--- src/rtl/cp0_reg_pkg.sv ---
// rtl/cp0_reg_pkg.sv - CP0 register numbers, field positions and exception codes shared with the encoder
package cp0_reg_pkg;

  localparam logic [4:0] REG_COUNT   = 5'd9;
  localparam logic [4:0] REG_COMPARE = 5'd11;
  localparam logic [4:0] REG_STATUS  = 5'd12;
  localparam logic [4:0] REG_CAUSE   = 5'd13;
  localparam logic [4:0] REG_EPC     = 5'd14;

  localparam int STATUS_IE     = 0;
  localparam int STATUS_EXL    = 1;
  localparam int STATUS_IM_LO  = 8;
  localparam int STATUS_IM_HI  = 15;

  localparam int CAUSE_EXC_LO  = 2;
  localparam int CAUSE_EXC_HI  = 6;
  localparam int CAUSE_IP_LO   = 8;
  localparam int CAUSE_SWIP_HI = 9;
  localparam int CAUSE_HWIP_LO = 10;
  localparam int CAUSE_IP_HI   = 15;
  localparam int CAUSE_BD      = 31;

  localparam logic [31:0] EXC_NONE    = 32'd0;
  localparam logic [31:0] EXC_INT0    = 32'd1;
  localparam logic [31:0] EXC_INT7    = 32'd8;
  localparam logic [31:0] EXC_SYSCALL = 32'd9;
  localparam logic [31:0] EXC_RI      = 32'd10;
  localparam logic [31:0] EXC_OV      = 32'd11;
  localparam logic [31:0] EXC_ADEL    = 32'd12;
  localparam logic [31:0] EXC_ERET    = 32'd13;

  localparam logic [4:0] EXCCODE_INT  = 5'd0;
  localparam logic [4:0] EXCCODE_ADEL = 5'd4;
  localparam logic [4:0] EXCCODE_SYS  = 5'd8;
  localparam logic [4:0] EXCCODE_RI   = 5'd10;
  localparam logic [4:0] EXCCODE_OV   = 5'd12;

  typedef enum logic [1:0] {
    EV_NONE,
    EV_EXC,
    EV_ERET
  } exc_event_e;

  // Codes outside 1..13 (including any upper-bit garbage) are treated as no event.
  function automatic exc_event_e classify_exc(input logic [31:0] code);
    if (code >= EXC_INT0 && code <= EXC_ADEL) begin
      return EV_EXC;
    end else if (code == EXC_ERET) begin
      return EV_ERET;
    end
    return EV_NONE;
  endfunction

  function automatic logic [4:0] exccode_of(input logic [31:0] code);
    case (code)
      EXC_SYSCALL: return EXCCODE_SYS;
      EXC_RI:      return EXCCODE_RI;
      EXC_OV:      return EXCCODE_OV;
      EXC_ADEL:    return EXCCODE_ADEL;
      default:     return EXCCODE_INT;
    endcase
  endfunction

endpackage

--- src/rtl/cp0_reg_if.sv ---
// rtl/cp0_reg_if.sv - pipeline-facing CP0 access, exception and redirect signals
interface cp0_reg_if;

  logic        we_i;
  logic [4:0]  waddr_i;
  logic [31:0] wdata_i;
  logic [4:0]  raddr_i;
  logic [31:0] rdata_o;
  logic [5:0]  int_i;
  logic [31:0] excepttype_i;
  logic [31:0] pc_i;
  logic        in_delayslot_i;
  logic [31:0] status_o;
  logic [31:0] cause_o;
  logic [31:0] epc_o;
  logic [31:0] count_o;
  logic [31:0] compare_o;
  logic        timer_int_o;
  logic        flush_o;
  logic [31:0] new_pc_o;

  modport slave (
    input  we_i, waddr_i, wdata_i, raddr_i, int_i, excepttype_i, pc_i, in_delayslot_i,
    output rdata_o, status_o, cause_o, epc_o, count_o, compare_o, timer_int_o, flush_o, new_pc_o
  );

  modport master (
    output we_i, waddr_i, wdata_i, raddr_i, int_i, excepttype_i, pc_i, in_delayslot_i,
    input  rdata_o, status_o, cause_o, epc_o, count_o, compare_o, timer_int_o, flush_o, new_pc_o
  );

endinterface

--- src/rtl/cp0_timer.sv ---
// rtl/cp0_timer.sv - free-running Count, Compare and the sticky timer interrupt
module cp0_timer (
  input  logic        clk,
  input  logic        rst,
  input  logic        count_we,
  input  logic        compare_we,
  input  logic [31:0] wdata,
  output logic [31:0] count,
  output logic [31:0] compare,
  output logic        timer_int
);

  always_ff @(posedge clk or posedge rst) begin
    if (rst) begin
      count     <= 32'd0;
      compare   <= 32'd0;
      timer_int <= 1'b0;
    end else begin
      count <= count_we ? wdata : count + 32'd1;
      if (compare_we) begin
        compare <= wdata;
      end
      // A Compare write acknowledges the interrupt even if a match lands on the same edge.
      if (compare_we) begin
        timer_int <= 1'b0;
      end else if (count == compare && compare != 32'd0) begin
        timer_int <= 1'b1;
      end
    end
  end

endmodule

--- src/rtl/cp0_reg.sv ---
// rtl/cp0_reg.sv - CP0 register file: Status/Cause/EPC, exception entry, ERET and redirect
module cp0_reg
  import cp0_reg_pkg::*;
#(
  parameter logic [31:0] EXC_VECTOR = 32'hBFC0_0380,
  parameter logic [31:0] STATUS_RST = 32'h1000_0000
) (
  input logic       clk,
  input logic       rst,
  cp0_reg_if.slave  bus
);

  exc_event_e  ev;
  logic        flush;
  logic        wr_en;
  logic        bypass;
  logic        wr_count;
  logic        wr_compare;
  logic        wr_status;
  logic        wr_cause;
  logic        wr_epc;
  logic [31:0] status;
  logic [31:0] cause;
  logic [31:0] epc;
  logic [31:0] status_next;
  logic [31:0] cause_next;
  logic [31:0] epc_next;
  logic [31:0] cause_wmerge;
  logic [31:0] count;
  logic [31:0] compare;
  logic        timer_int;
  logic [31:0] rdata;
  logic [31:0] new_pc;

  assign ev    = classify_exc(bus.excepttype_i);
  assign flush = (ev != EV_NONE);

  // A flushing instruction must not retire its MTC0.
  assign wr_en      = bus.we_i && !flush;
  assign wr_count   = wr_en && (bus.waddr_i == REG_COUNT);
  assign wr_compare = wr_en && (bus.waddr_i == REG_COMPARE);
  assign wr_status  = wr_en && (bus.waddr_i == REG_STATUS);
  assign wr_cause   = wr_en && (bus.waddr_i == REG_CAUSE);
  assign wr_epc     = wr_en && (bus.waddr_i == REG_EPC);
  assign bypass     = wr_en && (bus.waddr_i == bus.raddr_i);

  always_comb begin
    cause_wmerge = cause;
    cause_wmerge[CAUSE_SWIP_HI:CAUSE_IP_LO] = bus.wdata_i[CAUSE_SWIP_HI:CAUSE_IP_LO];
  end

  cp0_timer u_timer (
    .clk        (clk),
    .rst        (rst),
    .count_we   (wr_count),
    .compare_we (wr_compare),
    .wdata      (bus.wdata_i),
    .count      (count),
    .compare    (compare),
    .timer_int  (timer_int)
  );

  always_comb begin
    status_next = status;
    cause_next  = cause;
    epc_next    = epc;
    if (wr_status) begin
      status_next = bus.wdata_i;
    end
    if (wr_cause) begin
      cause_next = cause_wmerge;
    end
    if (wr_epc) begin
      epc_next = bus.wdata_i;
    end
    cause_next[CAUSE_IP_HI:CAUSE_HWIP_LO] = {bus.int_i[5] | timer_int, bus.int_i[4:0]};
    if (ev == EV_EXC) begin
      status_next[STATUS_EXL] = 1'b1;
      cause_next[CAUSE_EXC_HI:CAUSE_EXC_LO] = exccode_of(bus.excepttype_i);
      // Nested exceptions keep the original return point.
      if (!status[STATUS_EXL]) begin
        epc_next = bus.in_delayslot_i ? bus.pc_i - 32'd4 : bus.pc_i;
        cause_next[CAUSE_BD] = bus.in_delayslot_i;
      end
    end else if (ev == EV_ERET) begin
      status_next[STATUS_EXL] = 1'b0;
    end
  end

  always_ff @(posedge clk or posedge rst) begin
    if (rst) begin
      status <= STATUS_RST;
      cause  <= 32'd0;
      epc    <= 32'd0;
    end else begin
      status <= status_next;
      cause  <= cause_next;
      epc    <= epc_next;
    end
  end

  always_comb begin
    rdata = 32'd0;
    case (bus.raddr_i)
      REG_COUNT:   rdata = bypass ? bus.wdata_i : count;
      REG_COMPARE: rdata = bypass ? bus.wdata_i : compare;
      REG_STATUS:  rdata = bypass ? bus.wdata_i : status;
      REG_CAUSE:   rdata = bypass ? cause_wmerge : cause;
      REG_EPC:     rdata = bypass ? bus.wdata_i : epc;
      default:     rdata = 32'd0;
    endcase
  end

  always_comb begin
    new_pc = 32'd0;
    case (ev)
      EV_EXC:  new_pc = EXC_VECTOR;
      EV_ERET: new_pc = epc;
      default: new_pc = 32'd0;
    endcase
  end

  assign bus.rdata_o     = rdata;
  assign bus.status_o    = status;
  assign bus.cause_o     = cause;
  assign bus.epc_o       = epc;
  assign bus.count_o     = count;
  assign bus.compare_o   = compare;
  assign bus.timer_int_o = timer_int;
  assign bus.flush_o     = flush;
  assign bus.new_pc_o    = new_pc;

endmodule

--- src/flat_wrapper.sv ---
// flat-port wrapper written by rule: the top's interface ports become plain ports
module cp0_reg_flat import cp0_reg_pkg::*;
#(
  parameter logic [31:0] EXC_VECTOR = 32'hBFC0_0380,
  parameter logic [31:0] STATUS_RST = 32'h1000_0000
)
  (clk, rst, bus_we_i, bus_waddr_i, bus_wdata_i, bus_raddr_i, bus_int_i, bus_excepttype_i, bus_pc_i, bus_in_delayslot_i, bus_rdata_o, bus_status_o, bus_cause_o, bus_epc_o, bus_count_o, bus_compare_o, bus_timer_int_o, bus_flush_o, bus_new_pc_o);
  cp0_reg_if bus_i ();
  input logic clk;
  input logic rst;
  input wire logic [$bits(bus_i.we_i)-1:0] bus_we_i;
  input wire logic [$bits(bus_i.waddr_i)-1:0] bus_waddr_i;
  input wire logic [$bits(bus_i.wdata_i)-1:0] bus_wdata_i;
  input wire logic [$bits(bus_i.raddr_i)-1:0] bus_raddr_i;
  input wire logic [$bits(bus_i.int_i)-1:0] bus_int_i;
  input wire logic [$bits(bus_i.excepttype_i)-1:0] bus_excepttype_i;
  input wire logic [$bits(bus_i.pc_i)-1:0] bus_pc_i;
  input wire logic [$bits(bus_i.in_delayslot_i)-1:0] bus_in_delayslot_i;
  output wire logic [$bits(bus_i.rdata_o)-1:0] bus_rdata_o;
  output wire logic [$bits(bus_i.status_o)-1:0] bus_status_o;
  output wire logic [$bits(bus_i.cause_o)-1:0] bus_cause_o;
  output wire logic [$bits(bus_i.epc_o)-1:0] bus_epc_o;
  output wire logic [$bits(bus_i.count_o)-1:0] bus_count_o;
  output wire logic [$bits(bus_i.compare_o)-1:0] bus_compare_o;
  output wire logic [$bits(bus_i.timer_int_o)-1:0] bus_timer_int_o;
  output wire logic [$bits(bus_i.flush_o)-1:0] bus_flush_o;
  output wire logic [$bits(bus_i.new_pc_o)-1:0] bus_new_pc_o;
  assign bus_i.we_i = bus_we_i;
  assign bus_i.waddr_i = bus_waddr_i;
  assign bus_i.wdata_i = bus_wdata_i;
  assign bus_i.raddr_i = bus_raddr_i;
  assign bus_i.int_i = bus_int_i;
  assign bus_i.excepttype_i = bus_excepttype_i;
  assign bus_i.pc_i = bus_pc_i;
  assign bus_i.in_delayslot_i = bus_in_delayslot_i;
  assign bus_rdata_o = bus_i.rdata_o;
  assign bus_status_o = bus_i.status_o;
  assign bus_cause_o = bus_i.cause_o;
  assign bus_epc_o = bus_i.epc_o;
  assign bus_count_o = bus_i.count_o;
  assign bus_compare_o = bus_i.compare_o;
  assign bus_timer_int_o = bus_i.timer_int_o;
  assign bus_flush_o = bus_i.flush_o;
  assign bus_new_pc_o = bus_i.new_pc_o;
  cp0_reg #(.EXC_VECTOR(EXC_VECTOR), .STATUS_RST(STATUS_RST)) u_core (.clk(clk), .rst(rst), .bus(bus_i));
endmodule
--- config.mk ---
export PLATFORM = sky130hd
export DESIGN_NAME = cp0_reg_flat
export DESIGN_NICKNAME = d
export VERILOG_FILES = /design/src/rtl/cp0_reg_pkg.sv /design/src/rtl/cp0_reg_if.sv /design/src/rtl/cp0_timer.sv /design/src/rtl/cp0_reg.sv /design/src/flat_wrapper.sv
export SDC_FILE = /design/constraint.sdc
export NUM_CORES = 1
export LEC_CHECK = 0
export BUFFER_PORTS_ARGS = -buffer_cell sky130_fd_sc_hd__buf_2
export CORE_ASPECT_RATIO = 2
export CORE_MARGIN = 8
export CORE_UTILIZATION = 50
export DETAILED_ROUTE_END_ITERATION = 10
export PLACE_DENSITY = 0.8
export SYNTH_ARGS = -nofsm -noshare
export SYNTH_HDL_FRONTEND = slang
export SYNTH_HIERARCHICAL = 1
export SYNTH_SLANG_ARGS = --single-unit
--- constraint.sdc ---
create_clock -name clk -period 6.7 [get_ports clk]
set_input_delay 1.675 -clock clk [delete_from_list [all_inputs] [get_ports clk]]
set_output_delay 1.675 -clock clk [all_outputs]
set_load 0.02 [all_outputs]
# ---- After elaboration in Yosys (flattened, before gate mapping)
# Cells that the tools add are included.
# Widths: inputs -> output; s select.
dict set report totals {
  elab_cells 73
  output_inout_bits 226
  regBits 143
  in_bits 116
}
dict set report op_classes {
  eq_ne 19
  n_reduce_logical 14
  add_sub_neg 2
  bitwise_logic 1
  order_cmp 2
  mux 26
}
# op count
set ops {}
lappend ops {{$mux 32} 9}
lappend ops {{$eq 32x4->1 const B} 5}
lappend ops {{$pmux 32 s5} 1}
lappend ops {{$pmux 32 s2} 1}
lappend ops {{$eq 5x4->1 const B} 10}
lappend ops {{$add 32x1->32 const B} 1}
lappend ops {{$eq 32x32->1} 1}
lappend ops {{$ge 32x1->1 const B} 1}
lappend ops {{$le 32x4->1 const B} 1}
lappend ops {{$reduce_bool 32->1} 1}
lappend ops {{$sub 32x3->32 const B} 1}
lappend ops {{$pmux 4 s4} 1}
lappend ops {{$mux 10} 1}
lappend ops {{$logic_and 1x1->1} 9}
lappend ops {{$mux 1} 8}
lappend ops {{$mux 2} 4}
lappend ops {{$eq 5x5->1} 1}
lappend ops {{$mux 5} 1}
lappend ops {{$reduce_bool 2->1} 2}
lappend ops {{$reduce_bool 3->1} 1}
lappend ops {{$eq 2x1->1 const B} 1}
lappend ops {{$eq 2x2->1 const B} 1}
lappend ops {{$logic_not 1->1} 1}
lappend ops {{$or 1x1->1} 1}

# ---- Depth between registers and ports, before layout
dict set report depth {
  word_depth 11
  ltp_mapped 10
  ltp_nobuf 7
}

# ---- Hierarchy
# Netlist, hierarchy kept.
# module seq_area_each_um2 area_each_um2 instances cells_per_inst
set modules_own_cells {}
lappend modules_own_cells {cp0_reg 1903.1 6102.1 1 663}
lappend modules_own_cells {cp0_timer 1626.6 3422.0 1 331}

# ---- Worst setup path before layout
# Ideal clock, no wire load.
dict set report synth_path {
  kind {input to output}
  start {input port bus_excepttype_i[10]}
  end {output port bus_rdata_o[0]}
  path_buffers 1
  t_required_ps 5025
  stages 6
  setup_slack_ps 1580
  arrival_ps 3445
  path_cell_list {nor4_1 -> nand3_1 -> nor3_4 -> nand4b_1 -> buf_4 -> mux2i_1}
}
dict set report synth_between {
  elab_chain_cells 10
  word_cells_on_any_way 17
  classes_between {order compare: 2; eq/ne: 1; mux: 9; reduce/logical: 5}
}
# element line
set synth_lines {}
lappend synth_lines {{start: declaration} flat_wrapper.sv:16} ;# input wire logic [$bits(bus_i.excepttype_i)-1:0] bus_excepttype_i;
lappend synth_lines {{$ge 32x1->1 (tied with other cells)} cp0_reg_pkg.sv:46} ;# if (code >= EXC_INT0 && code <= EXC_ADEL) begin
lappend synth_lines {{$logic_and 1x1->1 / $mux 1 (equally long branches)} {cp0_reg_pkg.sv:46, cp0_reg_pkg.sv:48}}
lappend synth_lines {{$mux 2 / $mux 1 (equally long branches)} cp0_reg_pkg.sv:46}
lappend synth_lines {{$mux 2 (*)} cp0_reg_pkg.sv:51} ;# return EV_NONE;
lappend synth_lines {{$reduce_bool 2->1 (*)} cp0_reg.sv:36} ;# assign flush = (ev != EV_NONE);
lappend synth_lines {{$logic_not 1->1 (*)} cp0_reg.sv:39} ;# assign wr_en = bus.we_i && !flush;
lappend synth_lines {{$logic_and 1x1->1 (*)} cp0_reg.sv:39}
lappend synth_lines {{$logic_and 1x1->1 (*)} cp0_reg.sv:45} ;# assign bypass = wr_en && (bus.waddr_i == bus.raddr_i);
lappend synth_lines {{$mux 32, on equally long branches} --}
lappend synth_lines {{$pmux 32 s5 (*)} cp0_reg.sv:104} ;# case (bus.raddr_i)
lappend synth_lines {{end: declaration} flat_wrapper.sv:19} ;# output wire logic [$bits(bus_i.rdata_o)-1:0] bus_rdata_o;
# Every way passes the cells marked *; elsewhere a longest branch is shown, timed or not.

# ---- Worst setup path in the final report
dict set report layout_path {
  start {input port bus_excepttype_i[15]}
  end {output port bus_rdata_o[16]}
}
# Same word-level chain as after synthesis.

==> results.toml <==
[clock_network]
clockBufferDepth = 2
cts_tree = "built"
cts_root_buf = "clkbuf_16"
hold_buffers = 0
htree_num_levels = 4
clkTransAtPathRegs_ns = 0.06
clkLatencyLatePin_ns = 0.43
clock-sinks = 141
cts_resized = 0
postCtsSetupBuffers = 0
cts_made_buffers = 17

[cells_and_area]
fill_cells = 1677
design_area_sq_um = 11800
drive_above_1_share_pct = 35.7
nets = 1389
final_cell_mix = "buf_2 (321), dfrtp_1 (140), nand2_1 (66)"
final_util_pct = 62.9
synthToLayoutAreaGrowth_pct = 23.9
diodes = 0
final_common_cell = "buf_2"

[yosys]
synth_cell_types = 66
synth_seq_cells = 141
synth_edf_count = 0
yosysSeqAreaShare_pct = 37.1
synthCells = 994
ys_warn_count = 6
ys.flop_type = "dfrtp_1"
syn_area_per_cell_sq_um = 9.58
syn_area_sq_um = 9520
ys_async_sr_fraction_pct = 100

[critical_path]
crit_path_start_kind = "input port"
timing.rr.start = "u_core/u_timer/count[0]"
end_kind = "output pin"
reg2reg_depth = 5
cp.required_ns = 5.03
path_max_fanout = 20
r2r_end = "u_core/u_timer/count[28]"
criticalPathCategory = "in2out"
worstPathArrival_ns = 4.08
r2r_slack_ns = 4.02

[sta]
fin_skew_ns = 0.00973
relSlewSlack_pct = 18.4
period_needed_ns = 5.75
worst_pin_slew_ns = 1.22
setup_viol = 0
hold_viol_final = 0
final.setup.tns_ns = 0
finalCritPeriodShare_pct = 85.9
worst_slack_ns = 0.947
fmax_ghz = 0.174
slew_violations = 0
rsz0062_at_grt = "false"

[placed_design]
place_area_sq_um = 11200
io_buffers = 321
place_congestion = 0.968
pre_cts_slack_ns = 0.985
hpwl_mm = 30.3

[drt]
via_per_inst = 6.42
wire_per_inst_microns = 25.9
drtIter0Drc = 959
drc = 0
routed_wl_mm = 39.8
ant_nets = 0
vias = 9877
firstDrtPassIters = 6

[floorplan]
start_util_pct = 50.8
core_area_sq_um = 18700
die_area_sq_um = 24000
die_x_microns = 114
ios = 342
die_h_microns = 211
num_rows = 71

[status]
status = "finished clean"

[global_routing]
overflow = 0
track_usage_pct = 32.2
grt_pass1_vias = 9861
grt_pass1_wl_mm = 58.7
antenna_found_initial = 0
grt_max_degree = 71

[pwr]
total_power_mw = 3.46
leakage_nw = 5.42
power_density_nw_per_um2 = 293
ir_worst_vdd_uv = 147

[run]
drv_cap = 0

[worst_hold_path]
hp-class = "reg2reg"
min_path_cells = 1
min-delay-start = "u_core/bus.status_o[18]"
min_to = "u_core/bus.status_o[18]"
-- metal layers --
metal	part of all wire [%]	routed length, microns	GRT usage, %
met2	50	19900	53.5
met1	35	14100	36.2
met5	0	0	0
met4	5.9	2360	21.3
met3	8.8	3500	6.82
-- stage by stage --
step	hold WS, ns	std cells
finish	0.516	1539
detailed placement	0.502	1507
global placement	0.493	1507
CTS	0.520	1539
floorplan	0.614	1013
global route	0.548	1539
-- sequential cells by signal (all words and copies together) (netlist names) --
name,flops
u_core/bus.cause_o,12
u_core/u_timer/timer_int,1
u_core/u_timer/compare,32
u_core/bus.status_o,32
u_core/bus.epc_o,32
u_core/u_timer/count,32
-- power breakdown --
group / switching (mW) / internal, mW / total (mW)
registers: 0.360 / 1.03 / 1.39
logic: 0.683 / 0.407 / 1.09
clock network: 0.399 / 0.575 / 0.974
total: 1.44 / 2.01 / 3.46
-- cells by family after synthesis --
logic type	share of synthesized area (%)
AOI/OAI and AO/OA	18.6
xor gates and xnor gates	6.90
adders and majority gates	0.263
buffers and inverters	6.00
DFF	37.1
muxes	11.9
other	0.0394
and+or+nand+nor	19.2
-- worst max-delay path by stage --
stage | end | startpoint | cells past startpoint
final | bus_rdata_o[16] | bus_excepttype_i[15] | 9
after global placement | bus_rdata_o[16] | bus_excepttype_i[15] | 9
after detailed placement | bus_rdata_o[16] | bus_excepttype_i[15] | 9
after CTS | bus_rdata_o[16] | bus_excepttype_i[15] | 9
after global routing | bus_rdata_o[16] | bus_excepttype_i[15] | 9
after floorplan | bus_rdata_o[0] | bus_excepttype_i[10] | 6
-- critical path, stage by stage --
cell and delay (ns):
buf_2 0.09, nor4_1 0.35, nand3_1 0.32, nor3_4 0.24, buf_4 0.28, nand4b_1 0.17, buf_4 0.38, mux2i_1 0.32
buf_2 0.22
-- synth_stat cells (5+ instances only) --
master    instances  area, sq um
buf_4            24          180
nor4_1           24          150
o21ai_0          26          130
inv_1            13         48.8
nor3_1           24          120
or4_1            18          135
a22oi_1          40          300
nand3_1          55          275
nand4b_1          5         43.8
dfrtp_1         140         3500
a21oi_1          21          105
a31oi_1          17          106
a21o_1           21          158
or3_1             5         31.3
buf_2             9         45.0
nor4_2            7         87.6
mux2_2           52          586
and2_1           22          138
clkbuf_1         55          206
and3_1            5         31.3
xnor2_1          31          272
nor2_1           27          101
a221oi_1         29          254
o31ai_1           9         67.6
o21a_1           13         97.6
mux2i_1          32          320
nand2_1          66          248
nand4_1          14         87.6
xor2_1           44          385
o211ai_1         58          435
mux2_1           20          225
-- layout make-up --
class / count / area, sq um / share of cell area (%)
Sequential cell: 141 / 3530 / 29.9
Multi-Input combinational cell: 759 / 5560 / 47.1
Tap cell: 255 / 319 / 2.70
Inverter: 13 / 48.8 / 0.414
Clock inverter: 13 / 151 / 1.28
Clock buffer: 19 / 453 / 3.84
Timing Repair Buffer: 339 / 1740 / 14.8
(Power assumes the default switching activity.)
